$ cat config.mk
export PLATFORM = sky130hd
export DESIGN_NAME = mem_arbiter_flat
export DESIGN_NICKNAME = d
export VERILOG_FILES = /design/src/rtl/mem_arbiter_if.sv /design/src/rtl/mem_arbiter.sv /design/src/flat_wrapper.sv
export SDC_FILE = /design/constraint.sdc
export NUM_CORES = 1
export LEC_CHECK = 0
export CORE_AREA = 2 2 110 112
export DETAILED_ROUTE_END_ITERATION = 12
export DIE_AREA = 0 0 112 114
export DONT_BUFFER_PORTS = 1
export PLACE_DENSITY_LB_ADDON = 0.3
export RECOVER_POWER = 25
export SLEW_MARGIN = 40
export SYNTH_ARGS = -nofsm -noshare
export SYNTH_HDL_FRONTEND = slang
export SYNTH_SLANG_ARGS = --single-unit
$ cat constraint.sdc
create_clock -name clk -period 3.8 [get_ports clk]
set_input_delay 0.38 -clock clk [delete_from_list [all_inputs] [get_ports clk]]
set_output_delay 0.38 -clock clk [all_outputs]
set_load 0.005 [all_outputs]
$ cat src/rtl/mem_arbiter_if.sv
// Handshake bundle around mem_arbiter: IFU and LSU request/response channels plus the shared memory port.
// The master modport is the arbiter's view; slave is the surrounding fetch/lsu/memory side.
interface mem_arbiter_if #(
  parameter int ADDR_W = 32,
  parameter int DATA_W = 32
);
  logic                  ifu_req_valid;
  logic                  ifu_req_ready;
  logic [ADDR_W-1:0]     ifu_addr;
  logic                  ifu_rsp_valid;
  logic                  ifu_rsp_ready;
  logic [DATA_W-1:0]     ifu_rdata;

  logic                  lsu_req_valid;
  logic                  lsu_req_ready;
  logic [ADDR_W-1:0]     lsu_addr;
  logic                  lsu_wen;
  logic [DATA_W-1:0]     lsu_wdata;
  logic [DATA_W/8-1:0]   lsu_wmask;
  logic                  lsu_rsp_valid;
  logic                  lsu_rsp_ready;
  logic [DATA_W-1:0]     lsu_rdata;

  logic                  mem_req_valid;
  logic                  mem_req_ready;
  logic [ADDR_W-1:0]     mem_addr;
  logic                  mem_wen;
  logic [DATA_W-1:0]     mem_wdata;
  logic [DATA_W/8-1:0]   mem_wmask;
  logic                  mem_rsp_valid;
  logic                  mem_rsp_ready;
  logic [DATA_W-1:0]     mem_rdata;

  modport master (
    input  ifu_req_valid, ifu_addr, ifu_rsp_ready,
    input  lsu_req_valid, lsu_addr, lsu_wen, lsu_wdata, lsu_wmask, lsu_rsp_ready,
    input  mem_req_ready, mem_rsp_valid, mem_rdata,
    output ifu_req_ready, ifu_rsp_valid, ifu_rdata,
    output lsu_req_ready, lsu_rsp_valid, lsu_rdata,
    output mem_req_valid, mem_addr, mem_wen, mem_wdata, mem_wmask, mem_rsp_ready
  );

  modport slave (
    output ifu_req_valid, ifu_addr, ifu_rsp_ready,
    output lsu_req_valid, lsu_addr, lsu_wen, lsu_wdata, lsu_wmask, lsu_rsp_ready,
    output mem_req_ready, mem_rsp_valid, mem_rdata,
    input  ifu_req_ready, ifu_rsp_valid, ifu_rdata,
    input  lsu_req_ready, lsu_rsp_valid, lsu_rdata,
    input  mem_req_valid, mem_addr, mem_wen, mem_wdata, mem_wmask, mem_rsp_ready
  );
endinterface

$ cat src/rtl/mem_arbiter.sv
// Shares one memory port between IFU and LSU, one transaction outstanding at a time.
// Define ARB_RR_EN for round-robin tie breaking; otherwise LSU wins ties (fixed priority).
module mem_arbiter #(
  parameter int ADDR_W = 32,
  parameter int DATA_W = 32
) (
  input  logic          clk,
  input  logic          rst_n,
  mem_arbiter_if.master bus,
  output logic          busy
);
  localparam int MASK_W = DATA_W / 8;

  typedef enum logic [1:0] {
    S_IDLE = 2'd0,
    S_REQ  = 2'd1,
    S_RESP = 2'd2
  } state_t;

  typedef enum logic {
    OWN_IFU = 1'b0,
    OWN_LSU = 1'b1
  } owner_t;

  state_t              state;
  state_t              state_nxt;
  owner_t              owner;
  logic [ADDR_W-1:0]   addr_q;
  logic                wen_q;
  logic [DATA_W-1:0]   wdata_q;
  logic [MASK_W-1:0]   wmask_q;

  logic                tie_to_ifu;
  logic                ifu_win;
  logic                lsu_win;
  logic                accept;
  logic                owner_rsp_ready;

`ifdef ARB_RR_EN
  owner_t              last_grant;

  always_ff @(posedge clk or negedge rst_n) begin
    if (!rst_n) begin
      last_grant <= OWN_LSU;
    end else if (accept) begin
      last_grant <= lsu_win ? OWN_LSU : OWN_IFU;
    end
  end
`endif

  // Winner selection; a lone requester always wins, ties go by the configured policy.
  always_comb begin
`ifdef ARB_RR_EN
    tie_to_ifu = (last_grant == OWN_LSU);
`else
    tie_to_ifu = 1'b0;
`endif
    ifu_win = bus.ifu_req_valid && (!bus.lsu_req_valid || tie_to_ifu);
    lsu_win = bus.lsu_req_valid && !ifu_win;
  end

  assign owner_rsp_ready = (owner == OWN_LSU) ? bus.lsu_rsp_ready : bus.ifu_rsp_ready;

  always_ff @(posedge clk or negedge rst_n) begin
    if (!rst_n) begin
      state <= S_IDLE;
    end else begin
      state <= state_nxt;
    end
  end

  // rst_n gates the request readies so nothing is acknowledged while reset is held.
  always_comb begin
    state_nxt          = state;
    accept             = 1'b0;
    bus.ifu_req_ready  = 1'b0;
    bus.lsu_req_ready  = 1'b0;
    bus.ifu_rsp_valid  = 1'b0;
    bus.lsu_rsp_valid  = 1'b0;
    bus.ifu_rdata      = '0;
    bus.lsu_rdata      = '0;
    bus.mem_req_valid  = 1'b0;
    bus.mem_rsp_ready  = 1'b0;
    case (state)
      S_IDLE: begin
        bus.ifu_req_ready = ifu_win && rst_n;
        bus.lsu_req_ready = lsu_win && rst_n;
        accept            = ifu_win || lsu_win;
        if (accept) state_nxt = S_REQ;
      end
      S_REQ: begin
        bus.mem_req_valid = 1'b1;
        if (bus.mem_req_ready) state_nxt = S_RESP;
      end
      S_RESP: begin
        bus.mem_rsp_ready = owner_rsp_ready;
        bus.ifu_rsp_valid = (owner == OWN_IFU) && bus.mem_rsp_valid;
        bus.lsu_rsp_valid = (owner == OWN_LSU) && bus.mem_rsp_valid;
        bus.ifu_rdata     = bus.mem_rdata;
        bus.lsu_rdata     = bus.mem_rdata;
        if (bus.mem_rsp_valid && owner_rsp_ready) state_nxt = S_IDLE;
      end
      default: state_nxt = S_IDLE;
    endcase
  end

  // Request capture; IFU fetches and LSU loads never carry a write mask to memory.
  always_ff @(posedge clk or negedge rst_n) begin
    if (!rst_n) begin
      owner   <= OWN_IFU;
      addr_q  <= '0;
      wen_q   <= 1'b0;
      wdata_q <= '0;
      wmask_q <= '0;
    end else if (accept) begin
      if (lsu_win) begin
        owner   <= OWN_LSU;
        addr_q  <= bus.lsu_addr;
        wen_q   <= bus.lsu_wen;
        wdata_q <= bus.lsu_wdata;
        wmask_q <= bus.lsu_wen ? bus.lsu_wmask : '0;
      end else begin
        owner   <= OWN_IFU;
        addr_q  <= bus.ifu_addr;
        wen_q   <= 1'b0;
        wdata_q <= '0;
        wmask_q <= '0;
      end
    end
  end

  assign bus.mem_addr  = addr_q;
  assign bus.mem_wen   = wen_q;
  assign bus.mem_wdata = wdata_q;
  assign bus.mem_wmask = wmask_q;
  assign busy          = (state != S_IDLE);

endmodule

$ cat src/flat_wrapper.sv
// flat-port wrapper written by rule: the top's interface ports become plain ports
module mem_arbiter_flat 
#(
  parameter int ADDR_W = 32,
  parameter int DATA_W = 32
)
  (clk, rst_n, busy, bus_ifu_req_valid, bus_ifu_addr, bus_ifu_rsp_ready, bus_lsu_req_valid, bus_lsu_addr, bus_lsu_wen, bus_lsu_wdata, bus_lsu_wmask, bus_lsu_rsp_ready, bus_mem_req_ready, bus_mem_rsp_valid, bus_mem_rdata, bus_ifu_req_ready, bus_ifu_rsp_valid, bus_ifu_rdata, bus_lsu_req_ready, bus_lsu_rsp_valid, bus_lsu_rdata, bus_mem_req_valid, bus_mem_addr, bus_mem_wen, bus_mem_wdata, bus_mem_wmask, bus_mem_rsp_ready);
  mem_arbiter_if #(.ADDR_W(ADDR_W), .DATA_W(DATA_W)) bus_i ();
  input  logic clk;
  input  logic rst_n;
  output logic busy;
  input wire logic [$bits(bus_i.ifu_req_valid)-1:0] bus_ifu_req_valid;
  input wire logic [$bits(bus_i.ifu_addr)-1:0] bus_ifu_addr;
  input wire logic [$bits(bus_i.ifu_rsp_ready)-1:0] bus_ifu_rsp_ready;
  input wire logic [$bits(bus_i.lsu_req_valid)-1:0] bus_lsu_req_valid;
  input wire logic [$bits(bus_i.lsu_addr)-1:0] bus_lsu_addr;
  input wire logic [$bits(bus_i.lsu_wen)-1:0] bus_lsu_wen;
  input wire logic [$bits(bus_i.lsu_wdata)-1:0] bus_lsu_wdata;
  input wire logic [$bits(bus_i.lsu_wmask)-1:0] bus_lsu_wmask;
  input wire logic [$bits(bus_i.lsu_rsp_ready)-1:0] bus_lsu_rsp_ready;
  input wire logic [$bits(bus_i.mem_req_ready)-1:0] bus_mem_req_ready;
  input wire logic [$bits(bus_i.mem_rsp_valid)-1:0] bus_mem_rsp_valid;
  input wire logic [$bits(bus_i.mem_rdata)-1:0] bus_mem_rdata;
  output wire logic [$bits(bus_i.ifu_req_ready)-1:0] bus_ifu_req_ready;
  output wire logic [$bits(bus_i.ifu_rsp_valid)-1:0] bus_ifu_rsp_valid;
  output wire logic [$bits(bus_i.ifu_rdata)-1:0] bus_ifu_rdata;
  output wire logic [$bits(bus_i.lsu_req_ready)-1:0] bus_lsu_req_ready;
  output wire logic [$bits(bus_i.lsu_rsp_valid)-1:0] bus_lsu_rsp_valid;
  output wire logic [$bits(bus_i.lsu_rdata)-1:0] bus_lsu_rdata;
  output wire logic [$bits(bus_i.mem_req_valid)-1:0] bus_mem_req_valid;
  output wire logic [$bits(bus_i.mem_addr)-1:0] bus_mem_addr;
  output wire logic [$bits(bus_i.mem_wen)-1:0] bus_mem_wen;
  output wire logic [$bits(bus_i.mem_wdata)-1:0] bus_mem_wdata;
  output wire logic [$bits(bus_i.mem_wmask)-1:0] bus_mem_wmask;
  output wire logic [$bits(bus_i.mem_rsp_ready)-1:0] bus_mem_rsp_ready;
  assign bus_i.ifu_req_valid = bus_ifu_req_valid;
  assign bus_i.ifu_addr = bus_ifu_addr;
  assign bus_i.ifu_rsp_ready = bus_ifu_rsp_ready;
  assign bus_i.lsu_req_valid = bus_lsu_req_valid;
  assign bus_i.lsu_addr = bus_lsu_addr;
  assign bus_i.lsu_wen = bus_lsu_wen;
  assign bus_i.lsu_wdata = bus_lsu_wdata;
  assign bus_i.lsu_wmask = bus_lsu_wmask;
  assign bus_i.lsu_rsp_ready = bus_lsu_rsp_ready;
  assign bus_i.mem_req_ready = bus_mem_req_ready;
  assign bus_i.mem_rsp_valid = bus_mem_rsp_valid;
  assign bus_i.mem_rdata = bus_mem_rdata;
  assign bus_ifu_req_ready = bus_i.ifu_req_ready;
  assign bus_ifu_rsp_valid = bus_i.ifu_rsp_valid;
  assign bus_ifu_rdata = bus_i.ifu_rdata;
  assign bus_lsu_req_ready = bus_i.lsu_req_ready;
  assign bus_lsu_rsp_valid = bus_i.lsu_rsp_valid;
  assign bus_lsu_rdata = bus_i.lsu_rdata;
  assign bus_mem_req_valid = bus_i.mem_req_valid;
  assign bus_mem_addr = bus_i.mem_addr;
  assign bus_mem_wen = bus_i.mem_wen;
  assign bus_mem_wdata = bus_i.mem_wdata;
  assign bus_mem_wmask = bus_i.mem_wmask;
  assign bus_mem_rsp_ready = bus_i.mem_rsp_ready;
  mem_arbiter #(.ADDR_W(ADDR_W), .DATA_W(DATA_W)) u_core (.clk(clk), .rst_n(rst_n), .bus(bus_i), .busy(busy));
endmodule
==> results.ini <==
[critical_path]
start_kind = input port
cp_data_arrival_time_ns = 2.22
critical_path_depth = 2
required_ns = 3.90
path_cells = dlygate4sd3_1 > clkbuf_2
critPathTopFamily = buffers and inverters
path_class = input port to asynchronous set/reset pin
critPathMaxStageDelay_ns = 1.28
crit_fanout = 72
cp-end-kind = asynchronous set/reset pin
cp_num_buf_inv = 2
slowest_stage = clkbuf_2
worst_r2r_path_depth = 5

[placement]
io_buffer_count = 0
dp_cells = 373
hpwl_um = 6720
gp_congestion = 0.765
place_area_sq_um = 3380

[power]
power_density_nw_per_um2 = 836
p_leak_nw = 1.62
peakVddDrop_mv = 0.410
power_mw = 3.12

[logic_synthesis]
yosysMostFrequentCell = dfrtp_1
synth-edff-count = 0
synth_top_flop_cell = dfrtp_1
avgSynthCellArea_sq_um = 12.9
synth.cell_area_sq_um = 3550
synthArstFlopShare_pct = 100
synth_warnings = 0
synth.top_cell.area_share_pct = 50.7
netlist_top_cells_count = dfrtp_1, mux2_2, buf_4, a22o_1, and2_1
yosys.area.top_type = dfrtp_1
ys_ff_latch = 72
ys_top_cells_by_area = dfrtp_1, mux2_2, a22o_1
synth_cell_types = 22
syn_nets = 416
ys_seq_area_share_pct = 50.7
synthCells = 275

[worst_hold_path]
hold_class = input port to register
hold_depth = 1

[layout]
instances_no_fill = 396
final_area_sq_um = 3730
drive_above_1_share_pct = 32.2
area_growth_pct = 4.97
layout.nets = 381

[sta]
min_period_over_period_pct = 55.8
max_slew_margin_pct = -17.8
fin_crit_ns = 2.12
fin_skew_ns = 0.00480
hold_violations = 0
fin_setup_tns_ns = 0
setup_viol = 0
worst_slew_pin_slew_ns = 1.77
holdWs_ns = 0.165
maxSlewViolCount = 73
fmax_ghz = 0.472
rsz0062_at_grt = no

[status]
failed_checks = max-capacitance violations, max-slew violations
status = finished with violations

[detailed_routing]
routed_wl_um = 9090
postRouteAntennaNets = 0
via_count = 2065
drc = 0
first_pass_iters = 6
drt-initial-drc-count = 92
via_per_inst = 5.21
wl_per_cell_um = 23.0

[die]
die_h_um = 114
ioPinCount = 281
fp-row-count = 40
core_sq_um = 11700
initial_core_util_pct = 30.3
die_w_um = 112
dieArea_sq_um = 12800

[clock_network]
clk_pin_slew_ns = 0.06
htree_levels = 3
cts.path.max_buffers = 2
insertion_delay_ns = 0.32
cts_made_buffers = 9
cts-root-buf = clkbuf_16
clock-sinks = 72
tritoncts = yes

[global_routing]
grt.overflow.total = 0
grt_pass1_vias = 2089
antenna_found_initial = 4
track_usage_pct = 13.6
grt_pass1_wl_um = 12800
grt_max_degree = 73

[flow_run]
maxCapViolCount = 1

## cell families (layout without fill, tap and decap cells)
logic type             after synthesis  in the layout  share of synthesized area [%]
buffers and inverters               53             23                           10.7
AO/OA/AOI/OAI                       41             41                           10.3
flip-flops                          72             72                           50.7
AND/OR/NAND/NOR                     44             44                           7.65
other                                0              4                              0
multiplexers                        65             65                           20.6
## cell type report
cell class,count,area [sq um]
flip-flops and latches,72,1800
repair buffers,5,50.0
well taps,147,184
multi-input cells,150,1380
fillers,1182,7980
clock inverters,6,68.8
inverters,2,7.51
diodes,4,10.0
clock buffers,10,229
## worst reg2reg max path, cell delays in order (launching register included)
cell	delay [ns]
dfrtp_1	0.46
nor2_4	0.09
o21ai_4	0.06
buf_4	0.26
buf_12	0.29
mux2_2	0.41
## power breakdown
group	leakage, nW	internal [mW]	switching [mW]
logic	0.588	0.445	0.412
registers	0.886	1.13	0.300
clock network	0.143	0.511	0.321
total	1.62	2.08	1.03
## metal layers
metal | up-vias | GRT usage, % | routed length, um
met5 | - | 0 | 0
met4 | 0 | 9.35 | 317
met2 | 181 | 24.4 | 4950
met3 | 24 | 4.89 | 867
met1 | 985 | 13.0 | 2960
li1 | 875 | - | -
## sequential cells by signal, indices dropped and copies added (netlist names)
register / count
u_core.bus.mem_addr: 32
u_core.bus.mem_wdata: 32
u_core.bus.mem_wen: 1
u_core.bus.mem_wmask: 4
u_core.owner: 1
u_core.state: 2
## placed cells by master, fill, tap and decap left out
cell type      netlist  layout
clkbuf_2             0       1
clkinv_2             0       1
bufinv_16            0       1
nand3_1              1       1
nor2_1               2       2
nor2b_4              0       1
mux2i_1              1       1
diode_2              0       4
a21o_1               1       1
nand2_1              1       1
and3_1               2       2
clkbuf_1             5       1
o21ai_4              1       1
dlygate4sd3_1        0       1
and2_1              33      33
inv_1                2       2
a22o_1              34      34
nand2b_1             2       2
a32o_1               4       4
nor2_4               1       1
clkbuf_16            0       9
inv_6                0       1
o21ai_0              1       1
mux2_2              57      57
nor2b_1              2       1
clkinvlp_4           0       1
dfrtp_1             72      72
buf_12               0       1
buf_4               37       2
clkinv_4             0       2
mux2_1               7       7
## per-stage QoR
| stage | setup slack (ns) | utilization, % |
|---|---|---|
| floorplan | 2.20 | - |
| global placement | 2.02 | 28.9 |
| detailed placement | 1.95 | 28.9 |
| CTS | 1.59 | 31.7 |
| global route | 1.29 | 31.8 |
| finish | 1.68 | 31.8 |
## what timing repair did
item	CTS	global route
resized for setup	0	0
hold endpoints to repair	72	0
buffers inserted	0	0
hold buffers	2	0
## worst paths after layout
path | start | to | slack [ns]
worst max-delay path | rst_n | u_core.state[0] | 1.68
worst min-delay path | bus_mem_req_ready | u_core.state[0] | 0.16
worst max register to register | u_core.state[0] | u_core.bus.mem_addr[28] | 2.12
worst min register to register | u_core.bus.mem_addr[2] | u_core.bus.mem_addr[2] | 0.52
max in group clk | u_core.state[0] | bus_ifu_rdata[1] | 1.88
min in group asynchronous | rst_n | u_core.bus.mem_wdata[3] | 1.08
Power figures use the tool's default switching activity.
